$ cat src/rtl/usb_utmi_pkg.sv
// Shared types and constants for the UTMI Full-Speed transmit path.
package usb_utmi_pkg;

    typedef logic [1:0] utmi_op_mode_t;
    typedef logic [7:0] bus8_t;

    localparam utmi_op_mode_t OPM_NORMAL      = 2'b00;
    localparam utmi_op_mode_t OPM_NON_DRIVING = 2'b01;
    localparam utmi_op_mode_t OPM_RAW         = 2'b10;

    // SYNC pattern, sent LSB-first: seven 0s followed by a 1.
    localparam bus8_t USB_SYNC_BYTE   = 8'h80;
    localparam int    USB_STUFF_LIMIT = 6;

    typedef enum logic [2:0] {
        ST_IDLE,
        ST_SYNC,
        ST_DATA,
        ST_EOP_SE0,
        ST_EOP_J
    } utmi_tx_state_t;

endpackage

$ cat src/rtl/usb_tx_bit_enc.sv
// Per-bit line encoder: NRZI level, consecutive-ones counter and stuff request.
// In bypass mode the bit drives the line directly (1 -> J, 0 -> K) and no stuffing occurs.
module usb_tx_bit_enc
    import usb_utmi_pkg::*;
(
    input  logic clk,
    input  logic rst,
    input  logic start_i,
    input  logic bypass_i,
    input  logic bit_vld_i,
    input  logic bit_i,
    output logic level_d_o,
    output logic stuff_req_o
);
    logic       level_q;
    logic [2:0] ones_q;
    logic       level_base;
    logic [2:0] ones_base;
    logic [2:0] ones_d;

    // Next line level and ones count for the bit being issued; a packet starts from J.
    always_comb begin
        level_base = start_i ? 1'b1 : level_q;
        ones_base  = start_i ? 3'd0 : ones_q;
        level_d_o  = level_base;
        ones_d     = 3'd0;
        if (bypass_i) begin
            level_d_o = bit_i;
        end else begin
            level_d_o = bit_i ? level_base : !level_base;
            ones_d    = bit_i ? ones_base + 3'd1 : 3'd0;
        end
    end

    assign stuff_req_o = !bypass_i && (ones_q == 3'(USB_STUFF_LIMIT));

    // Commit encoder state whenever a new bit (data, SYNC or stuff) goes on the line.
    always_ff @(posedge clk or negedge rst) begin
        if (!rst) begin
            level_q <= 1'b1;
            ones_q  <= 3'd0;
        end else if (bit_vld_i) begin
            level_q <= level_d_o;
            ones_q  <= ones_d;
        end
    end

endmodule

$ cat src/rtl/usb_utmi_tx.sv
// UTMI Full-Speed transmit path: SYNC, LSB-first serialiser, bit stuffing, NRZI and EOP.
module usb_utmi_tx
    import usb_utmi_pkg::*;
#(
    parameter int CLK_PER_BIT = 4
) (
    input  logic          clk,
    input  logic          rst,
    input  utmi_op_mode_t op_mode,
    input  bus8_t         data_in,
    input  logic          tx_valid,
    output logic          tx_ready,
    output logic          tx_dp,
    output logic          tx_dn,
    output logic          tx_oe
);
    localparam int            CW        = (CLK_PER_BIT > 1) ? $clog2(CLK_PER_BIT) : 1;
    localparam logic [CW-1:0] CNT_LAST  = CW'(CLK_PER_BIT - 1);
    localparam logic [CW-1:0] CNT_READY = CW'(CLK_PER_BIT - 2);

    utmi_tx_state_t state_q;
    logic [CW-1:0]  clk_cnt_q;
    logic [2:0]     bit_idx_q;
    logic           eop_bit_q;
    bus8_t          shift_q;
    utmi_op_mode_t  mode_q;
    logic           ready_q;
    logic           dp_q;
    logic           dn_q;
    logic           oe_q;

    logic in_ser;
    logic bit_end;
    logic start;
    logic bypass;
    logic stuff_req;
    logic issue;
    logic enc_bit;
    logic level_d;

    assign in_ser  = (state_q == ST_SYNC) || (state_q == ST_DATA);
    assign bit_end = (clk_cnt_q == CNT_LAST);
    assign start   = (state_q == ST_IDLE) && tx_valid && (op_mode != OPM_NON_DRIVING);
    // At packet start the mode register is not loaded yet, so use the live input.
    assign bypass  = (state_q == ST_IDLE) ? (op_mode == OPM_RAW) : (mode_q == OPM_RAW);

    assign tx_ready = ready_q;
    assign tx_dp    = dp_q;
    assign tx_dn    = dn_q;
    assign tx_oe    = oe_q;

    // Select the next bit to put on the line: first SYNC bit, stuff bit, next data bit or next byte.
    always_comb begin
        issue   = 1'b0;
        enc_bit = 1'b0;
        if (start) begin
            issue   = 1'b1;
            enc_bit = USB_SYNC_BYTE[0];
        end else if (in_ser && bit_end) begin
            if (stuff_req) begin
                issue   = 1'b1;
                enc_bit = 1'b0;
            end else if (bit_idx_q != 3'd7) begin
                issue   = 1'b1;
                enc_bit = shift_q[bit_idx_q + 3'd1];
            end else if (tx_valid) begin
                issue   = 1'b1;
                enc_bit = data_in[0];
            end
        end
    end

    usb_tx_bit_enc u_enc (
        .clk        (clk),
        .rst        (rst),
        .start_i    (start),
        .bypass_i   (bypass),
        .bit_vld_i  (issue),
        .bit_i      (enc_bit),
        .level_d_o  (level_d),
        .stuff_req_o(stuff_req)
    );

    // Packet sequencer with registered line, enable and handshake outputs.
    always_ff @(posedge clk or negedge rst) begin
        if (!rst) begin
            state_q   <= ST_IDLE;
            clk_cnt_q <= '0;
            bit_idx_q <= 3'd0;
            eop_bit_q <= 1'b0;
            shift_q   <= USB_SYNC_BYTE;
            mode_q    <= OPM_NORMAL;
            ready_q   <= 1'b0;
            dp_q      <= 1'b1;
            dn_q      <= 1'b0;
            oe_q      <= 1'b0;
        end else begin
            ready_q   <= 1'b0;
            clk_cnt_q <= bit_end ? '0 : clk_cnt_q + 1'b1;
            case (state_q)
                ST_IDLE: begin
                    clk_cnt_q <= '0;
                    dp_q      <= 1'b1;
                    dn_q      <= 1'b0;
                    oe_q      <= 1'b0;
                    if (start) begin
                        mode_q    <= op_mode;
                        shift_q   <= USB_SYNC_BYTE;
                        bit_idx_q <= 3'd0;
                        oe_q      <= 1'b1;
                        state_q   <= ST_SYNC;
                    end
                end
                ST_SYNC, ST_DATA: begin
                    // Pulse ready on the final clk of a byte's last bit (or its trailing stuff bit).
                    ready_q <= (clk_cnt_q == CNT_READY) && !stuff_req && (bit_idx_q == 3'd7);
                    if (bit_end && !stuff_req) begin
                        if (bit_idx_q != 3'd7) begin
                            bit_idx_q <= bit_idx_q + 3'd1;
                        end else if (tx_valid) begin
                            shift_q   <= data_in;
                            bit_idx_q <= 3'd0;
                            state_q   <= ST_DATA;
                        end else begin
                            eop_bit_q <= 1'b0;
                            dp_q      <= 1'b0;
                            dn_q      <= 1'b0;
                            state_q   <= ST_EOP_SE0;
                        end
                    end
                end
                ST_EOP_SE0: begin
                    if (bit_end) begin
                        eop_bit_q <= 1'b1;
                        if (eop_bit_q) begin
                            dp_q    <= 1'b1;
                            dn_q    <= 1'b0;
                            state_q <= ST_EOP_J;
                        end
                    end
                end
                ST_EOP_J: begin
                    if (bit_end) begin
                        oe_q    <= 1'b0;
                        state_q <= ST_IDLE;
                    end
                end
                default: begin
                    state_q <= ST_IDLE;
                end
            endcase
            if (issue) begin
                dp_q <= level_d;
                dn_q <= !level_d;
            end
        end
    end

endmodule
$ cat config.mk
export PLATFORM = sky130hd
export DESIGN_NAME = usb_utmi_tx
export DESIGN_NICKNAME = d
export VERILOG_FILES = /design/src/rtl/usb_utmi_pkg.sv /design/src/rtl/usb_tx_bit_enc.sv /design/src/rtl/usb_utmi_tx.sv
export SDC_FILE = /design/constraint.sdc
export NUM_CORES = 1
export LEC_CHECK = 0
export BUFFER_PORTS_ARGS = -buffer_cell sky130_fd_sc_hd__buf_2
export CAP_MARGIN = 20
export CORE_AREA = 5 5 59 61
export CTS_BUF_LIST = sky130_fd_sc_hd__clkbuf_16
export CTS_CLUSTER_SIZE = 28
export DETAILED_ROUTE_END_ITERATION = 7
export DIE_AREA = 0 0 64 66
export HOLD_SLACK_MARGIN = 0.03
export MAX_ROUTING_LAYER = met4
export PLACE_DENSITY_LB_ADDON = 0.25
export SLEW_MARGIN = 15
export SYNTH_ARGS = -nofsm -noshare
export SYNTH_HDL_FRONTEND = slang
export SYNTH_HIERARCHICAL = 1
export SYNTH_SLANG_ARGS = --single-unit
$ cat constraint.sdc
create_clock -name clk -period 3.5 [get_ports clk]
set_input_delay 0.35 -clock clk [delete_from_list [all_inputs] [get_ports clk]]
set_output_delay 0.35 -clock clk [all_outputs]
set_load 0.02 [all_outputs]
==> summary.md <==
| Metric | Value |
|---|---|
| Die width | `64 um` |
| Clock Sinks | `27` |
| Final Hold Fails | `0` |
| Area Overhead vs Synth | `10.9%` |
| Max stage delay on crit path | `520 ps` |
| Die area | `0.00422 mm2` |
| WL final | `3.01 mm` |
| Crit Path Class | `register to register` |
| Max rail drop VDD | `498 uV` |
| GRT Overall Usage | `16.5%` |
| TritonRoute pass-1 iters | `4` |
| Gpl congestion | `0.904` |
| Final net count | `198` |
| Root buffer cell | `clkbuf_16` |
| CP Launch Type | `register` |
| Worst slack at placement | `524 ps` |
| Hpwl dp | `2.32 mm` |
| Reg2reg start | `state_q[1]` |
| Critical Path Sink Type | `register` |
| Maxcap violations | `0` |
| Number of remaining DRC errors | `0` |
| CTS tree | `done` |
| Minimum clock period | `2990 ps` |
| Worst-margin pin slew | `593 ps` |
| Starting Density | `55.3%` |
| Final setup TNS | `0 ps` |
| Clk pwr share | `17.9%` |
| Most frequent cell after synthesis | `dfrtp_1` |
| Normalized max-slew margin | `60.4%` |
| Clock tree buffer depth | `2` |
| Share of cells above drive strength 1 | `23.5%` |
| Clk Latency, worst-skew pair | `260 ps` |
| Netlist cell types | `57` |
| First-pass GRT wire length | `5.43 mm` |
| Synth top area share | `37.1%` |
| Post-synth ARST share | `100%` |
| Global Route met1 Usage | `21.2%` |
| GR peak layer | `met2` |
| Count of final max-slew check failures | `0` |
| CP most frequent cell | `buf_4` |
| Largest net degree at the start of global routing | `28` |
| FF-to-FF End | `u_enc/ones_q[2]` |
| Post-Syn Area per Cell | `10.0 um2` |
| Int Pwr | `882 uW` |
| Via count | `1247` |
| Worst-path clk slew | `60 ps` |
| Commonest register cell after synthesis | `dfrtp_1` |
| Setup repair after global routing missed its margin | `no` |
| Syn_nets | `180` |
| CP Buf/Inv Count | `3` |
| # diodes | `0` |
| CTS Hold Bufs | `0` |
| Setup ws final | `514 ps` |
| CTS H-tree lvls | `1` |
| Area of the multi-input gates | `827 um2` |
| CP arrival | `3170 ps` |
| Reg-to-reg slack, setup | `510 ps` |
| IO Pins | `17` |
| CP max FO | `14` |
| Post-synth EDFFs | `0` |
| Hold crit path type | `input port to async pin` |
| Area leader, netlist | `dfrtp_1` |
| WL per Instance | `14.2 um` |
| Final setup vio count | `0` |
| Highest Clock Rate | `335 MHz` |
| Flops & latches, synth | `27` |
| Cells after Synth | `162` |
| Outcome | `complete, no violations` |
| I/O Buffers | `16` |
| Pwr Total | `1.40 mW` |
| CORE AREA | `0.00293 mm2` |
| Switching Share | `37.2%` |
| Pwr/cell area | `782 mW/mm2` |
| Reg power frac | `36.7%` |
| Height of the die | `66 um` |
| Post-CTS sizing | `0` |
| Vias in the first global route | `1190` |
| Required time worst endpoint | `3680 ps` |
| Gate power share | `45.4%` |
| Synth Warn # | `6` |
| CP top delay family | `simple AND/OR/NAND/NOR gates` |
| # fillers | `250` |
| Post-synthesis cell area | `0.00162 mm2` |
| Synth top area cells | `dfrtp_1, dfstp_2, mux2i_1, ha_1, inv_1` |
| Total grt overflow | `0` |
| Final worst clock skew | `2.40 ps` |
| Met3 Use GR | `2.55%` |
| Tcrit/Tclk final | `85.3%` |
| CP max-delay cell | `dfrtp_1` |
| # rows | `20` |
| CTS Buf Count | `3` |
| Switching pwr | `522 uW` |
| Top cells by count, synth | `dfrtp_1, inv_1, nand2_1` |
| Initial DRC Count | `57` |
| Worst R2R Path Depth | `12` |
| # Post-CTS Setup Buffers | `0` |
| Static leakage | `0.877 nW` |
| Register area | `679 um2` |
| Via-per-instance ratio | `5.88` |
| Met2 GRT Util | `25.9%` |
| Crit-path cells | `nor3_1 > buf_4 > o21ai_0 > nor4b_1 > buf_4 > nor3b_1 > or3_1 > and2_4 > inv_1 > nand2_1 > mux2_1 > o2bb2ai_1` |
| Antenna Nets Post-Route | `0` |
| Seq/Total Area, Yosys | `41.9%` |
| Initial antenna violation count | `0` |
flip-flops by register name (all words and copies together), names as in the netlist, 2 cells and up:
register and flops:
shift_q 8, bit_idx_q 3, u_enc/ones_q 3, mode_q 2, clk_cnt_q 2, state_q 3
power by group through the flow:
| stage | combinational, mW | sequential [mW] | clock, mW |
|---|---|---|---|
| final | 0.638 | 0.516 | 0.251 |
| after global routing | 0.719 | 0.534 | 0.278 |
| after CTS | 0.645 | 0.517 | 0.258 |
| after detailed placement | 0.644 | 0.519 | 0 |
| after global placement | 0.630 | 0.515 | 0 |
| after floorplan | 0.503 | 0.511 | 0 |
how the worst max path moves through the flow:
| stage | startpoint | endpoint | slack [ps] | depth (start not counted) |
|---|---|---|---|---|
| global placement | state_q[1] | u_enc/ones_q[2] | 680 | 12 |
| finish | state_q[1] | u_enc/ones_q[2] | 510 | 12 |
| global route | state_q[1] | u_enc/ones_q[2] | 320 | 12 |
| detailed placement | state_q[1] | u_enc/ones_q[2] | 520 | 12 |
| CTS | state_q[1] | u_enc/ones_q[2] | 510 | 12 |
| floorplan | state_q[0] | u_enc/ones_q[2] | 430 | 11 |
logic make-up after synthesis:
family          after synthesis  synth area share, %
compound gates               33                 15.1
xor+xnor                      2                 1.08
fa+ha+maj                     5                 3.86
buf+inv                      23                 7.03
flops                        27                 41.9
mux                          13                 9.88
simple gates                 59                 21.1
metal layers:
layer | wire [um] | vias up | part of all wire (%)
li1 | - | 615 | -
met2 | 1440 | 29 | 48
met1 | 1370 | 598 | 46
met3 | 136 | 5 | 4.5
met5 | 0 | - | 0
met4 | 50 | 0 | 1.7
cell usage in the layout, fill, tap and decap left out, drive strengths merged, types with 3 or more instances in the layout:
cell type	instances
nor2	12
buf	20
ha	5
nor3	5
o21ai	8
nand2b	3
mux2i	7
clkbuf	3
o21a	3
mux2	4
or3	3
inv	17
nand2	16
dfstp	3
dfrtp	24
and2b	4
a21oi	5
per-stage QoR:
stage / instance area (um2) / utilization, % / hold WS (ps) / cells
floorplan: 1620 / - / 54.4 / 162
global placement: 1720 / 58.7 / 375 / 208
detailed placement: 1720 / 58.7 / 381 / 208
CTS: 1800 / 61.4 / 104 / 212
global route: 1800 / 61.4 / 143 / 212
finish: 1800 / 61.4 / 94.7 / 212
layout make-up:
type,count,share of cell area (%)
Multi-Input combinational cell,112,46.0
Clock inverter,1,0.209
Timing Repair Buffer,20,6.13
Tap cell,33,2.30
Sequential cell,27,37.8
Clock buffer,3,4.18
Inverter,16,3.34
Power figures use the tool's default switching activity.
